## src/rtl/mmu_req_dispatcher_if.sv

```systemverilog
// Bundle of request-FIFO, core issue/response and response-FIFO signals around the
// MMU request dispatcher. master = dispatcher side, slave = surrounding FIFOs and core.
interface mmu_req_dispatcher_if #(
    parameter int unsigned ID_W  = 13,
    parameter int unsigned IDX_W = 15,
    parameter int unsigned CNT_W = 4,
    parameter int unsigned RSN_W = 2
);
    logic                             alloc_fifo_empty;
    logic                             alloc_fifo_pop;
    logic [CNT_W+ID_W-1:0]            alloc_fifo_data;
    logic                             free_fifo_empty;
    logic                             free_fifo_pop;
    logic [CNT_W+IDX_W+ID_W-1:0]      free_fifo_data;

    logic                             core_alloc_valid;
    logic                             core_alloc_ready;
    logic [CNT_W+ID_W-1:0]            core_alloc_data;
    logic                             core_free_valid;
    logic                             core_free_ready;
    logic [CNT_W+IDX_W+ID_W-1:0]      core_free_data;

    logic                             core_alloc_rsp_valid;
    logic                             core_alloc_rsp_ready;
    logic [ID_W+IDX_W+RSN_W:0]        core_alloc_rsp_data;
    logic                             core_free_rsp_valid;
    logic                             core_free_rsp_ready;
    logic [ID_W+RSN_W:0]              core_free_rsp_data;

    logic                             alloc_rsp_we;
    logic [ID_W+IDX_W+RSN_W:0]        alloc_rsp_data;
    logic                             alloc_rsp_fifo_full;
    logic                             free_rsp_we;
    logic [ID_W+RSN_W:0]              free_rsp_data;
    logic                             free_rsp_fifo_full;

    modport master (
        input  alloc_fifo_empty, alloc_fifo_data, free_fifo_empty, free_fifo_data,
        input  core_alloc_ready, core_free_ready,
        input  core_alloc_rsp_valid, core_alloc_rsp_data,
        input  core_free_rsp_valid, core_free_rsp_data,
        input  alloc_rsp_fifo_full, free_rsp_fifo_full,
        output alloc_fifo_pop, free_fifo_pop,
        output core_alloc_valid, core_alloc_data, core_free_valid, core_free_data,
        output core_alloc_rsp_ready, core_free_rsp_ready,
        output alloc_rsp_we, alloc_rsp_data, free_rsp_we, free_rsp_data
    );

    modport slave (
        output alloc_fifo_empty, alloc_fifo_data, free_fifo_empty, free_fifo_data,
        output core_alloc_ready, core_free_ready,
        output core_alloc_rsp_valid, core_alloc_rsp_data,
        output core_free_rsp_valid, core_free_rsp_data,
        output alloc_rsp_fifo_full, free_rsp_fifo_full,
        input  alloc_fifo_pop, free_fifo_pop,
        input  core_alloc_valid, core_alloc_data, core_free_valid, core_free_data,
        input  core_alloc_rsp_ready, core_free_rsp_ready,
        input  alloc_rsp_we, alloc_rsp_data, free_rsp_we, free_rsp_data
    );
endinterface

```

## src/rtl/mmu_req_dispatcher.sv

```systemverilog
// Round-robin dispatcher of alloc/free requests to the allocator core; malformed requests
// are answered locally, muxed behind core responses into the response FIFOs.
module mmu_req_dispatcher #(
    parameter int unsigned ID_W     = 13,
    parameter int unsigned IDX_W    = 15,
    parameter int unsigned CNT_W    = 4,
    parameter int unsigned RSN_W    = 2,
    parameter int unsigned PAGE_NUM = 3276
) (
    input logic                  clk,
    input logic                  rst_n,
    mmu_req_dispatcher_if.master io_bus
);

    localparam logic [IDX_W:0] PageLim = (IDX_W+1)'(PAGE_NUM);

    typedef enum logic [2:0] {StIdle, StRd, StChk, StIssue, StFail} state_e;

    state_e             r_state;
    state_e             w_state_nxt;
    logic               r_sel;        // 1: current request is a free
    logic               r_last_free;  // 1: free was granted last, so alloc wins a tie
    logic [CNT_W-1:0]   r_cnt;
    logic [IDX_W-1:0]   r_idx;
    logic [ID_W-1:0]    r_id;
    logic [RSN_W-1:0]   r_reason;

    logic               w_grant;
    logic               w_grant_free;
    logic [CNT_W-1:0]   w_raw_cnt;
    logic [CNT_W-1:0]   w_aligned;
    logic [IDX_W-1:0]   w_idx;
    logic [ID_W-1:0]    w_id;
    logic [RSN_W-1:0]   w_reason;
    logic [IDX_W:0]     w_end;
    logic [IDX_W-1:0]   w_mask;
    logic               w_issue_done;
    logic               w_alloc_local;
    logic               w_free_local;
    logic               w_local_we;

    always_comb begin
        if (r_sel) begin
            w_raw_cnt = io_bus.free_fifo_data[CNT_W+IDX_W+ID_W-1 -: CNT_W];
            w_idx     = io_bus.free_fifo_data[IDX_W+ID_W-1 -: IDX_W];
            w_id      = io_bus.free_fifo_data[ID_W-1:0];
        end else begin
            w_raw_cnt = io_bus.alloc_fifo_data[CNT_W+ID_W-1 -: CNT_W];
            w_idx     = '0;
            w_id      = io_bus.alloc_fifo_data[ID_W-1:0];
        end
    end

    // Round up to a power of two; zero marks an unsupported size.
    always_comb begin
        w_aligned = '0;
        w_reason  = '0;
        case (w_raw_cnt)
            CNT_W'(1):                                   w_aligned = CNT_W'(1);
            CNT_W'(2):                                   w_aligned = CNT_W'(2);
            CNT_W'(3), CNT_W'(4):                        w_aligned = CNT_W'(4);
            CNT_W'(5), CNT_W'(6), CNT_W'(7), CNT_W'(8):  w_aligned = CNT_W'(8);
            default:                                     w_aligned = '0;
        endcase
        w_end  = {1'b0, w_idx} + (IDX_W+1)'(w_aligned);
        w_mask = IDX_W'(w_aligned) - IDX_W'(1);
        if (w_aligned == '0) begin
            w_reason = RSN_W'(1);
        end else if (r_sel && (({1'b0, w_idx} >= PageLim) || (w_end > PageLim))) begin
            w_reason = RSN_W'(2);
        end else if (r_sel && ((w_idx & w_mask) != '0)) begin
            w_reason = RSN_W'(3);
        end
    end

    assign w_issue_done  = (r_state == StIssue) &&
                           (r_sel ? io_bus.core_free_ready : io_bus.core_alloc_ready);
    assign w_alloc_local = (r_state == StFail) && !r_sel;
    assign w_free_local  = (r_state == StFail) && r_sel;
    assign w_local_we    = r_sel ?
        (w_free_local && !io_bus.core_free_rsp_valid && !io_bus.free_rsp_fifo_full) :
        (w_alloc_local && !io_bus.core_alloc_rsp_valid && !io_bus.alloc_rsp_fifo_full);

    always_comb begin
        w_state_nxt  = r_state;
        w_grant      = 1'b0;
        w_grant_free = 1'b0;
        unique case (r_state)
            StIdle: begin
                if (!io_bus.alloc_fifo_empty || !io_bus.free_fifo_empty) begin
                    w_grant      = 1'b1;
                    w_grant_free = (!io_bus.alloc_fifo_empty && !io_bus.free_fifo_empty) ?
                                   !r_last_free : io_bus.alloc_fifo_empty;
                    w_state_nxt  = StRd;
                end
            end
            StRd:    w_state_nxt = StChk;
            StChk:   w_state_nxt = (w_reason == '0) ? StIssue : StFail;
            StIssue: if (w_issue_done) w_state_nxt = StIdle;
            StFail:  if (w_local_we) w_state_nxt = StIdle;
            default: w_state_nxt = StIdle;
        endcase
    end

    always_ff @(posedge clk or negedge rst_n) begin
        if (!rst_n) begin
            r_state     <= StIdle;
            r_sel       <= 1'b0;
            r_last_free <= 1'b1;
            r_cnt       <= '0;
            r_idx       <= '0;
            r_id        <= '0;
            r_reason    <= '0;
        end else begin
            r_state <= w_state_nxt;
            if (w_grant) begin
                r_sel       <= w_grant_free;
                r_last_free <= w_grant_free;
            end
            if (r_state == StChk) begin
                r_cnt    <= w_aligned;
                r_idx    <= w_idx;
                r_id     <= w_id;
                r_reason <= w_reason;
            end
        end
    end

    assign io_bus.alloc_fifo_pop   = (r_state == StRd) && !r_sel;
    assign io_bus.free_fifo_pop    = (r_state == StRd) && r_sel;
    assign io_bus.core_alloc_valid = (r_state == StIssue) && !r_sel;
    assign io_bus.core_free_valid  = (r_state == StIssue) && r_sel;
    assign io_bus.core_alloc_data  = {r_cnt, r_id};
    assign io_bus.core_free_data   = {r_cnt, r_idx, r_id};

    // Core responses always win the FIFO write port; a local failure waits behind them.
    assign io_bus.core_alloc_rsp_ready = !io_bus.alloc_rsp_fifo_full;
    assign io_bus.core_free_rsp_ready  = !io_bus.free_rsp_fifo_full;
    assign io_bus.alloc_rsp_we = !io_bus.alloc_rsp_fifo_full &&
                                 (io_bus.core_alloc_rsp_valid || w_alloc_local);
    assign io_bus.free_rsp_we  = !io_bus.free_rsp_fifo_full &&
                                 (io_bus.core_free_rsp_valid || w_free_local);
    assign io_bus.alloc_rsp_data = io_bus.core_alloc_rsp_valid ? io_bus.core_alloc_rsp_data :
                                   {r_id, {IDX_W{1'b0}}, r_reason, 1'b1};
    assign io_bus.free_rsp_data  = io_bus.core_free_rsp_valid ? io_bus.core_free_rsp_data :
                                   {r_id, r_reason, 1'b1};

endmodule

```

## src/flat_wrapper.sv

```systemverilog
// flat-port wrapper written by rule: the top's interface ports become plain ports
module mmu_req_dispatcher_flat 
#(
    parameter int unsigned ID_W     = 13,
    parameter int unsigned IDX_W    = 15,
    parameter int unsigned CNT_W    = 4,
    parameter int unsigned RSN_W    = 2,
    parameter int unsigned PAGE_NUM = 3276
)
  (clk, rst_n, io_bus_alloc_fifo_empty, io_bus_alloc_fifo_data, io_bus_free_fifo_empty, io_bus_free_fifo_data, io_bus_core_alloc_ready, io_bus_core_free_ready, io_bus_core_alloc_rsp_valid, io_bus_core_alloc_rsp_data, io_bus_core_free_rsp_valid, io_bus_core_free_rsp_data, io_bus_alloc_rsp_fifo_full, io_bus_free_rsp_fifo_full, io_bus_alloc_fifo_pop, io_bus_free_fifo_pop, io_bus_core_alloc_valid, io_bus_core_alloc_data, io_bus_core_free_valid, io_bus_core_free_data, io_bus_core_alloc_rsp_ready, io_bus_core_free_rsp_ready, io_bus_alloc_rsp_we, io_bus_alloc_rsp_data, io_bus_free_rsp_we, io_bus_free_rsp_data);
  mmu_req_dispatcher_if #(.ID_W(ID_W), .IDX_W(IDX_W), .CNT_W(CNT_W), .RSN_W(RSN_W)) io_bus_i ();
  input logic clk;
  input logic rst_n;
  input wire logic [$bits(io_bus_i.alloc_fifo_empty)-1:0] io_bus_alloc_fifo_empty;
  input wire logic [$bits(io_bus_i.alloc_fifo_data)-1:0] io_bus_alloc_fifo_data;
  input wire logic [$bits(io_bus_i.free_fifo_empty)-1:0] io_bus_free_fifo_empty;
  input wire logic [$bits(io_bus_i.free_fifo_data)-1:0] io_bus_free_fifo_data;
  input wire logic [$bits(io_bus_i.core_alloc_ready)-1:0] io_bus_core_alloc_ready;
  input wire logic [$bits(io_bus_i.core_free_ready)-1:0] io_bus_core_free_ready;
  input wire logic [$bits(io_bus_i.core_alloc_rsp_valid)-1:0] io_bus_core_alloc_rsp_valid;
  input wire logic [$bits(io_bus_i.core_alloc_rsp_data)-1:0] io_bus_core_alloc_rsp_data;
  input wire logic [$bits(io_bus_i.core_free_rsp_valid)-1:0] io_bus_core_free_rsp_valid;
  input wire logic [$bits(io_bus_i.core_free_rsp_data)-1:0] io_bus_core_free_rsp_data;
  input wire logic [$bits(io_bus_i.alloc_rsp_fifo_full)-1:0] io_bus_alloc_rsp_fifo_full;
  input wire logic [$bits(io_bus_i.free_rsp_fifo_full)-1:0] io_bus_free_rsp_fifo_full;
  output wire logic [$bits(io_bus_i.alloc_fifo_pop)-1:0] io_bus_alloc_fifo_pop;
  output wire logic [$bits(io_bus_i.free_fifo_pop)-1:0] io_bus_free_fifo_pop;
  output wire logic [$bits(io_bus_i.core_alloc_valid)-1:0] io_bus_core_alloc_valid;
  output wire logic [$bits(io_bus_i.core_alloc_data)-1:0] io_bus_core_alloc_data;
  output wire logic [$bits(io_bus_i.core_free_valid)-1:0] io_bus_core_free_valid;
  output wire logic [$bits(io_bus_i.core_free_data)-1:0] io_bus_core_free_data;
  output wire logic [$bits(io_bus_i.core_alloc_rsp_ready)-1:0] io_bus_core_alloc_rsp_ready;
  output wire logic [$bits(io_bus_i.core_free_rsp_ready)-1:0] io_bus_core_free_rsp_ready;
  output wire logic [$bits(io_bus_i.alloc_rsp_we)-1:0] io_bus_alloc_rsp_we;
  output wire logic [$bits(io_bus_i.alloc_rsp_data)-1:0] io_bus_alloc_rsp_data;
  output wire logic [$bits(io_bus_i.free_rsp_we)-1:0] io_bus_free_rsp_we;
  output wire logic [$bits(io_bus_i.free_rsp_data)-1:0] io_bus_free_rsp_data;
  assign io_bus_i.alloc_fifo_empty = io_bus_alloc_fifo_empty;
  assign io_bus_i.alloc_fifo_data = io_bus_alloc_fifo_data;
  assign io_bus_i.free_fifo_empty = io_bus_free_fifo_empty;
  assign io_bus_i.free_fifo_data = io_bus_free_fifo_data;
  assign io_bus_i.core_alloc_ready = io_bus_core_alloc_ready;
  assign io_bus_i.core_free_ready = io_bus_core_free_ready;
  assign io_bus_i.core_alloc_rsp_valid = io_bus_core_alloc_rsp_valid;
  assign io_bus_i.core_alloc_rsp_data = io_bus_core_alloc_rsp_data;
  assign io_bus_i.core_free_rsp_valid = io_bus_core_free_rsp_valid;
  assign io_bus_i.core_free_rsp_data = io_bus_core_free_rsp_data;
  assign io_bus_i.alloc_rsp_fifo_full = io_bus_alloc_rsp_fifo_full;
  assign io_bus_i.free_rsp_fifo_full = io_bus_free_rsp_fifo_full;
  assign io_bus_alloc_fifo_pop = io_bus_i.alloc_fifo_pop;
  assign io_bus_free_fifo_pop = io_bus_i.free_fifo_pop;
  assign io_bus_core_alloc_valid = io_bus_i.core_alloc_valid;
  assign io_bus_core_alloc_data = io_bus_i.core_alloc_data;
  assign io_bus_core_free_valid = io_bus_i.core_free_valid;
  assign io_bus_core_free_data = io_bus_i.core_free_data;
  assign io_bus_core_alloc_rsp_ready = io_bus_i.core_alloc_rsp_ready;
  assign io_bus_core_free_rsp_ready = io_bus_i.core_free_rsp_ready;
  assign io_bus_alloc_rsp_we = io_bus_i.alloc_rsp_we;
  assign io_bus_alloc_rsp_data = io_bus_i.alloc_rsp_data;
  assign io_bus_free_rsp_we = io_bus_i.free_rsp_we;
  assign io_bus_free_rsp_data = io_bus_i.free_rsp_data;
  mmu_req_dispatcher #(.ID_W(ID_W), .IDX_W(IDX_W), .CNT_W(CNT_W), .RSN_W(RSN_W), .PAGE_NUM(PAGE_NUM)) u_core (.clk(clk), .rst_n(rst_n), .io_bus(io_bus_i));
endmodule
```

## config.mk

```make
export PLATFORM = sky130hd
export DESIGN_NAME = mmu_req_dispatcher_flat
export DESIGN_NICKNAME = d
export VERILOG_FILES = /design/src/rtl/mmu_req_dispatcher_if.sv /design/src/rtl/mmu_req_dispatcher.sv /design/src/flat_wrapper.sv
export SDC_FILE = /design/constraint.sdc
export NUM_CORES = 1
export LEC_CHECK = 0
export CELL_PAD_IN_SITES_DETAIL_PLACEMENT = 1
export CELL_PAD_IN_SITES_GLOBAL_PLACEMENT = 2
export CORE_MARGIN = 5
export CORE_UTILIZATION = 21
export CTS_CLUSTER_SIZE = 12
export DETAILED_ROUTE_END_ITERATION = 10
export PLACE_DENSITY = 0.89
export SYNTH_ARGS = -nofsm -noshare
export SYNTH_HDL_FRONTEND = slang
export SYNTH_SLANG_ARGS = --single-unit
```

## constraint.sdc

```tcl
create_clock -name clk -period 9 [get_ports clk]
set_clock_uncertainty 0.1 [all_clocks]
set_input_delay 0.9 -clock clk [delete_from_list [all_inputs] [get_ports clk]]
set_output_delay 0.9 -clock clk [all_outputs]
set_load 0.01 [all_outputs]
```

==> results of run 1 <==
-- final cells by class --
class	count	area, um^2	share of cell area
clock buffers	7	133	0.0238
inverters	15	56.3	0.0101
repair buffers	210	2090	0.376
multi-input cells	296	2040	0.366
flip-flops and latches	39	978	0.176
diodes	1	2.50	0.000449
well taps	216	270	0.0485
-- flip-flops by register name (all words and copies together), names as in the netlist --
signal	flops
u_core.r_idx	15
u_core.r_id	13
u_core.r_cnt	4
u_core.r_state	3
u_core.r_reason	2
u_core.r_last_free	1
u_core.r_sel	1
-- per-stage QoR --
stage / cells / power (mW)
floorplan: 388 / 0.804
global placement: 776 / 1.19
detailed placement: 776 / 1.22
CTS: 783 / 1.39
global route: 784 / 1.47
finish: 784 / 1.37
-- synth_stat cells (3+ instances only) --
master    instances
o21ai_0          28
mux2_2           32
mux2i_1          15
dfrtp_1          38
ha_1              6
nand2_1          65
and2_1           18
clkbuf_1         11
nor2_1           16
or2_1             3
buf_1             3
nor3_1            6
o31ai_1           6
nand3_1          12
a31oi_1           4
a21oi_1          11
nand4_1           4
or3_1             3
nand2b_1          3
nor4_1            4
xor2_1            3
buf_4            18
a211oi_1          5
inv_1            15
-- layer usage --
layer | track usage | wire [um] | vias up
met2 | 0.281 | 7330 | 150
met1 | 0.175 | 5800 | 1742
met4 | 0.0493 | 365 | 0
met5 | 0 | 0 | -
met3 | 0.0292 | 1050 | 20
li1 | - | - | 1721
-- cell usage in the layout (no fill, tap or decap), types with 4 or more instances in the layout --
cell type and instances:
nand2_1 65, and2_1 18, ha_1 6, a211oi_1 5
mux2i_1 15, nand3_1 12, o31ai_1 6, nor3_1 6
mux2_2 32, inv_1 15, o21ai_0 28, nor4_1 4
nor2_1 16, clkdlybuf4s50_1 208, a31oi_1 4, dfrtp_1 37
nand4_1 4, a21oi_1 11, clkbuf_16 5
-- cells by family after synthesis --
kind of cell,share of synthesized area
AND/OR/NAND/NOR,0.245
AO/OA/AOI/OAI,0.175
buffers and inverters,0.0940
multiplexers,0.153
flip-flops,0.294
adder cells (fa/ha/maj),0.0286
XOR/XNOR,0.0105
-- critical path: cells and delay by family --
kind                       cells  cell delay [ps]
AOI/OAI and AO/OA              8             2080
buffers and inverters          3              780
and+or+nand+nor                3              700
adders and majority gates      2              570
-- worst max path at each step --
stage / start / endpoint / slack, ps / cells after the start
2_1_floorplan: io_bus_alloc_fifo_data[15] / u_core.r_state[0]$_DFFE_PN0P_ / 4720 / 16
3_3_place_gp: io_bus_free_fifo_data[30] / u_core.r_state[0]$_DFFE_PN0P_ / 4010 / 16
3_5_place_dp: io_bus_free_fifo_data[30] / u_core.r_state[0]$_DFFE_PN0P_ / 3810 / 16
4_1_cts: io_bus_free_fifo_data[30] / u_core.r_state[0]$_DFFE_PN0P_ / 4100 / 16
5_1_grt: io_bus_free_fifo_data[30] / u_core.r_state[0]$_DFFE_PN0P_ / 3810 / 16
6_report: io_bus_free_fifo_data[30] / u_core.r_state[0]$_DFFE_PN0P_ / 4040 / 16
-- where the power goes --
part | total [mW] | internal, mW | switching [mW]
registers | 0.340 | 0.253 | 0.0867
logic | 0.858 | 0.442 | 0.416
clock network | 0.169 | 0.101 | 0.0679
==> results.py, run 1 <==
metrics = {
    "status": {
        "status": "complete, no violations",
    },
    "synth": {
        "yosysSeqAreaShare": 0.294,
        "ys_types": 74,
        "synth-edff-count": 0,
        "syn_inst": 388,
        "ys_warn_count": 0,
        "synth-seq-cells": 39,
        "synth_area_leader_cell": "dfrtp_1",
        "async_flop_share": 1.00,
        "ys_top_cells_by_area": "dfrtp_1, mux2_2, nand2_1",
        "synth_top_area_frac": 0.286,
        "syn-num-nets": 501,
        "synth.avg_cell_area_um2": 8.58,
        "synthesis.area_um2": 3330,
        "ys.flop_type": "dfrtp_1",
    },
    "drt": {
        "wl_per_cell_um": 18.6,
        "antenna_left": 0,
        "drt_first_pass_iters": 4,
        "via_count": 3633,
        "viasPerCell": 4.63,
        "wl_mm": 14.5,
        "drc_errors": 0,
        "drtIter0Drc": 76,
    },
    "critical_path": {
        "critical_path.cell_chain": "clkdlybuf4s50_1 > o31ai_1 > nand2_1 > inv_1 > ha_1 > inv_1 > fa_1 > or2b_2 > a21oi_1 > a221oi_4 > a21oi_2 > o31ai_1 > a31o_1 > a311o_1 > nor3b_2 > o311a_1",
        "crit_fanout": 9,
        "startpoint_type": "input port",
        "cp.arrival_ps": 5030,
        "cp.required_ps": 9060,
        "crit_slowest_cell": "clkdlybuf4s50_1",
        "r2r_slack_ps": 4320,
        "slowest_delay_ps": 630,
        "end_kind": "flop",
        "reg2reg_from": "u_core.r_sel$_DFFE_PN0P_",
        "crit_type": "in -> reg",
        "regToRegEndpoint": "u_core.r_state[0]$_DFFE_PN0P_",
        "reg2reg_depth": 17,
    },
    "sta": {
        "fmax_ghz": 0.201,
        "period_needed_ps": 4960,
        "fin_tns_setup_ps": 0,
        "finalMaxSlewViolations": 0,
        "setup_viol": 0,
        "hold_viol": 0,
        "period_share": 0.552,
        "rsz0062_at_grt": "no",
        "holdWs_ps": 369,
        "worstMarginPinSlew_ps": 1190,
        "worst_slack_ps": 4040,
        "maxSlewHeadroom": 0.204,
    },
    "power": {
        "ir_drop_mv": 0.0956,
        "power.leakage_nw": 2.29,
        "power_density_nw_per_um2": 245,
    },
    "clock_tree": {
        "cts_setup_buffers": 0,
        "cts_buffer_depth": 2,
        "cts_tree": "yes",
        "cts_inserted_buffers": 5,
        "cts_resized": 0,
        "cts.reportedPaths.clkPinSlew_ps": 60,
        "clockRootBuffer": "clkbuf_16",
        "postCtsHoldBufs": 0,
        "htree_levels": 2,
        "clock_latency_ps": 280,
        "cts_sinks": 39,
    },
    "placement": {
        "gp_congestion": 0.870,
        "dp_hpwl_mm": 11.9,
        "post-place-ws_ps": 3810,
        "numPortBuffers": 209,
        "postPlaceCellArea_um2": 5440,
    },
    "global_routing": {
        "grt_pass1_wl_mm": 22.1,
        "antenna_found_initial": 1,
        "grt_pass1_vias": 3939,
        "grt-ovfl-total": 0,
        "grt_max_degree": 58,
        "grt_usage": 0.152,
    },
    "job": {
        "max-cap-violations": 0,
    },
    "cells_and_area": {
        "nFillCells": 1830,
        "drive_gt1_frac": 0.0970,
        "area_growth_pct": 67.5,
        "final_nets": 680,
        "fin_util": 0.355,
        "postLayoutCellArea_um2": 5570,
    },
    "min_path": {
        "hold_end": "u_core.r_idx[9]$_DFFE_PN0N_",
        "hp-class": "reg -> reg",
        "min-delay-start": "u_core.r_idx[9]$_DFFE_PN0N_",
        "hold_path_depth": 2,
    },
    "die": {
        "fp.dieH_um": 136,
        "dieArea_um2": 18500,
        "start_util": 0.212,
        "ioPinCount": 210,
        "core-area_um2": 15700,
        "row_count": 46,
        "die_width_um": 136,
    },
}
No activity file was read; power rests on OpenSTA's default activity.
==> inputs of run 2 (changes only) <==
--- a/config.mk
+++ b/config.mk
@@ -8,10 +8,10 @@
 export CELL_PAD_IN_SITES_DETAIL_PLACEMENT = 1
 export CELL_PAD_IN_SITES_GLOBAL_PLACEMENT = 2
 export CORE_MARGIN = 5
-export CORE_UTILIZATION = 21
+export CORE_UTILIZATION = 20
 export CTS_CLUSTER_SIZE = 12
 export DETAILED_ROUTE_END_ITERATION = 10
-export PLACE_DENSITY = 0.89
+export PLACE_DENSITY = 0.86
 export SYNTH_ARGS = -nofsm -noshare
 export SYNTH_HDL_FRONTEND = slang
 export SYNTH_SLANG_ARGS = --single-unit
==> constraint.sdc (replaced) <==
create_clock -name clk -period 4.6 [get_ports clk]
set_clock_uncertainty 0.1 [all_clocks]
set_input_delay 0.46 -clock clk [delete_from_list [all_inputs] [get_ports clk]]
set_output_delay 0.46 -clock clk [all_outputs]
set_load 0.01 [all_outputs]
==> results.py, run 2 (synthesis results as in run 1) <==
metrics = {
    "power": {
        "p_sw_mw": 1.11,
        "swShare": 0.409,
        "power_mw": 2.72,
        "power_density_nw_per_um2": 481,
        "internal-power_mw": 1.61,
        "seqPwrFrac": 0.247,
        "pwr-share-comb": 0.621,
        "ir_drop_mv": 0.137,
        "power.leakage_nw": 2.33,
        "power_frac_clock": 0.132,
    },
    "sta": {
        "setup_viol": 0,
        "holdWs_ps": 207,
        "hold_viol": 0,
        "period_needed_ps": 4430,
        "finalMaxSlewViolations": 0,
        "rsz0062_at_grt": "no",
        "fmax_ghz": 0.226,
        "maxSlewHeadroom": 0.242,
        "period_share": 0.963,
        "worstMarginPinSlew_ps": 1130,
    },
    "placement": {
        "postPlaceCellArea_um2": 5490,
        "gp_congestion": 0.899,
        "dp.cells": 786,
        "numPortBuffers": 209,
        "dp_hpwl_mm": 12.0,
    },
    "cells_and_area": {
        "ff_latch_area_um2": 978,
        "top_regs": "u_core.r_idx (15), u_core.r_id (13), u_core.r_cnt (4)",
        "final_nets": 686,
        "largest-register": "u_core.r_idx",
        "antenna_cells": 0,
        "area_growth_pct": 69.6,
        "largest_register_ffs": 15,
        "fin_util": 0.343,
        "final_common_cell": "clkdlybuf4s50_1",
        "most-common-layout-cells": "clkdlybuf4s50_1, nand2_1, dfrtp_1",
        "nFillCells": 1914,
        "multiInputGateArea_um2": 2040,
        "postLayoutCellArea_um2": 5650,
        "instances_no_fill": 794,
        "drive_gt1_frac": 0.110,
    },
    "drt": {
        "drtIter0Drc": 109,
        "wl_per_cell_um": 18.1,
        "drt_first_pass_iters": 4,
        "via_count": 3651,
        "antenna_left": 0,
        "wl_mm": 14.4,
        "viasPerCell": 4.60,
        "drc_errors": 0,
    },
    "critical_path": {
        "slowest_delay_ps": 660,
        "reg2reg_from": "u_core.r_sel$_DFFE_PN0P_",
        "end_kind": "flop",
        "r2r_slack_ps": 370,
        "regToRegEndpoint": "u_core.r_state[0]$_DFFE_PN0P_",
        "startpoint": "io_bus_free_fifo_data[28]",
        "crit_path_end": "u_core.r_state[0]$_DFFE_PN0P_",
        "startpoint_type": "input port",
        "cp.required_ps": 4660,
        "reg2reg_depth": 16,
        "crit_slowest_cell": "clkdlybuf4s50_1",
        "critical_path.cell_chain": "clkdlybuf4s50_1 > or2_1 > mux2i_1 > a22oi_1 > inv_1 > ha_1 > or2b_2 > a21oi_1 > a221o_1 > o31ai_1 > a31oi_1 > nand4_1 > a311o_1 > nor3b_2 > o311a_1",
        "path_buf_inv": 2,
        "cp.arrival_ps": 4500,
        "cp.depth": 15,
        "crit_fanout": 8,
        "critical-path-top-delay-family": "compound AO/OA/AOI/OAI gates",
        "crit_type": "in -> reg",
    },
    "die": {
        "row_count": 47,
        "start_util": 0.202,
        "core-area_um2": 16500,
        "die_width_um": 139,
        "dieArea_um2": 19300,
        "ioPinCount": 210,
        "fp.dieH_um": 139,
    },
    "min_path": {
        "hp-class": "in -> async",
    },
    "status": {
        "status": "complete, no violations",
    },
    "clock_tree": {
        "cts_tree": "yes",
        "cts.reportedPaths.clkPinSlew_ps": 60,
        "htree_levels": 2,
        "cts_resized": 0,
        "clockRootBuffer": "clkbuf_16",
        "postCtsHoldBufs": 0,
        "cts_inserted_buffers": 5,
        "cts_sinks": 39,
        "cts_buffer_depth": 2,
        "clock_latency_ps": 280,
        "cts_setup_buffers": 0,
    },
    "global_routing": {
        "grt_usage": 0.143,
        "grt_pass1_vias": 3962,
        "grt_pass1_wl_mm": 22.6,
        "grt_max_degree": 58,
        "antenna_found_initial": 0,
        "grt-ovfl-total": 0,
    },
    "job": {
        "max-cap-violations": 0,
    },
}
[run 2: metrics by stage]
step                      setup TNS, ps  setup WS [ps]
after floorplan                       0            392
after global placement                0            177
after detailed placement          -71.7          -71.7
after CTS                             0            228
after global routing                  0           27.2
final                                 0            168
[run 2: cell type report]
class	count	share of cell area
Timing Repair Buffer	216	0.379
Clock buffer	8	0.0277
Tap cell	220	0.0488
Sequential cell	39	0.173
Inverter	15	0.00997
Multi-Input combinational cell	296	0.361
[run 2: worst min path at each step]
stage / endpoint / from
after floorplan: u_core.r_cnt[0]$_DFFE_PN0N_ / rst_n
after global routing: u_core.r_id[2]$_DFFE_PN0N_ / rst_n
after global placement: u_core.r_idx[14]$_DFFE_PN0N_ / u_core.r_idx[14]$_DFFE_PN0N_
final: u_core.r_id[2]$_DFFE_PN0N_ / rst_n
after detailed placement: u_core.r_idx[9]$_DFFE_PN0N_ / u_core.r_idx[9]$_DFFE_PN0N_
after CTS: u_core.r_id[2]$_DFFE_PN0N_ / rst_n
[run 2: layer usage]
| metal | vias to the layer above | wire, um | share of wire | track usage |
|---|---|---|---|---|
| li1 | 1727 | - | - | - |
| met1 | 1766 | 5990 | 0.42 | 0.164 |
| met2 | 143 | 7390 | 0.51 | 0.270 |
| met3 | 15 | 803 | 0.056 | 0.0300 |
| met4 | 0 | 194 | 0.013 | 0.0355 |
| met5 | - | 0 | 0 | 0 |
[run 2: worst register-to-register path: cells and delay by family (launching register included)]
kind,cells,cell delay (ps)
adders and majority gates,2,550
and+or+nand+nor,5,1200
buffers and inverters,2,130
AOI/OAI and AO/OA,7,1670
DFF,1,470
[run 2: power by group through the flow]
| stage | Combinational [mW] | Clock, mW | Sequential [mW] |
|---|---|---|---|
| 5_1_grt | 1.83 | 0.389 | 0.701 |
| 6_report | 1.69 | 0.360 | 0.671 |
| 3_3_place_gp | 1.67 | 0 | 0.672 |
| 3_5_place_dp | 1.71 | 0 | 0.685 |
| 4_1_cts | 1.72 | 0.373 | 0.679 |
| 2_1_floorplan | 0.917 | 0 | 0.655 |
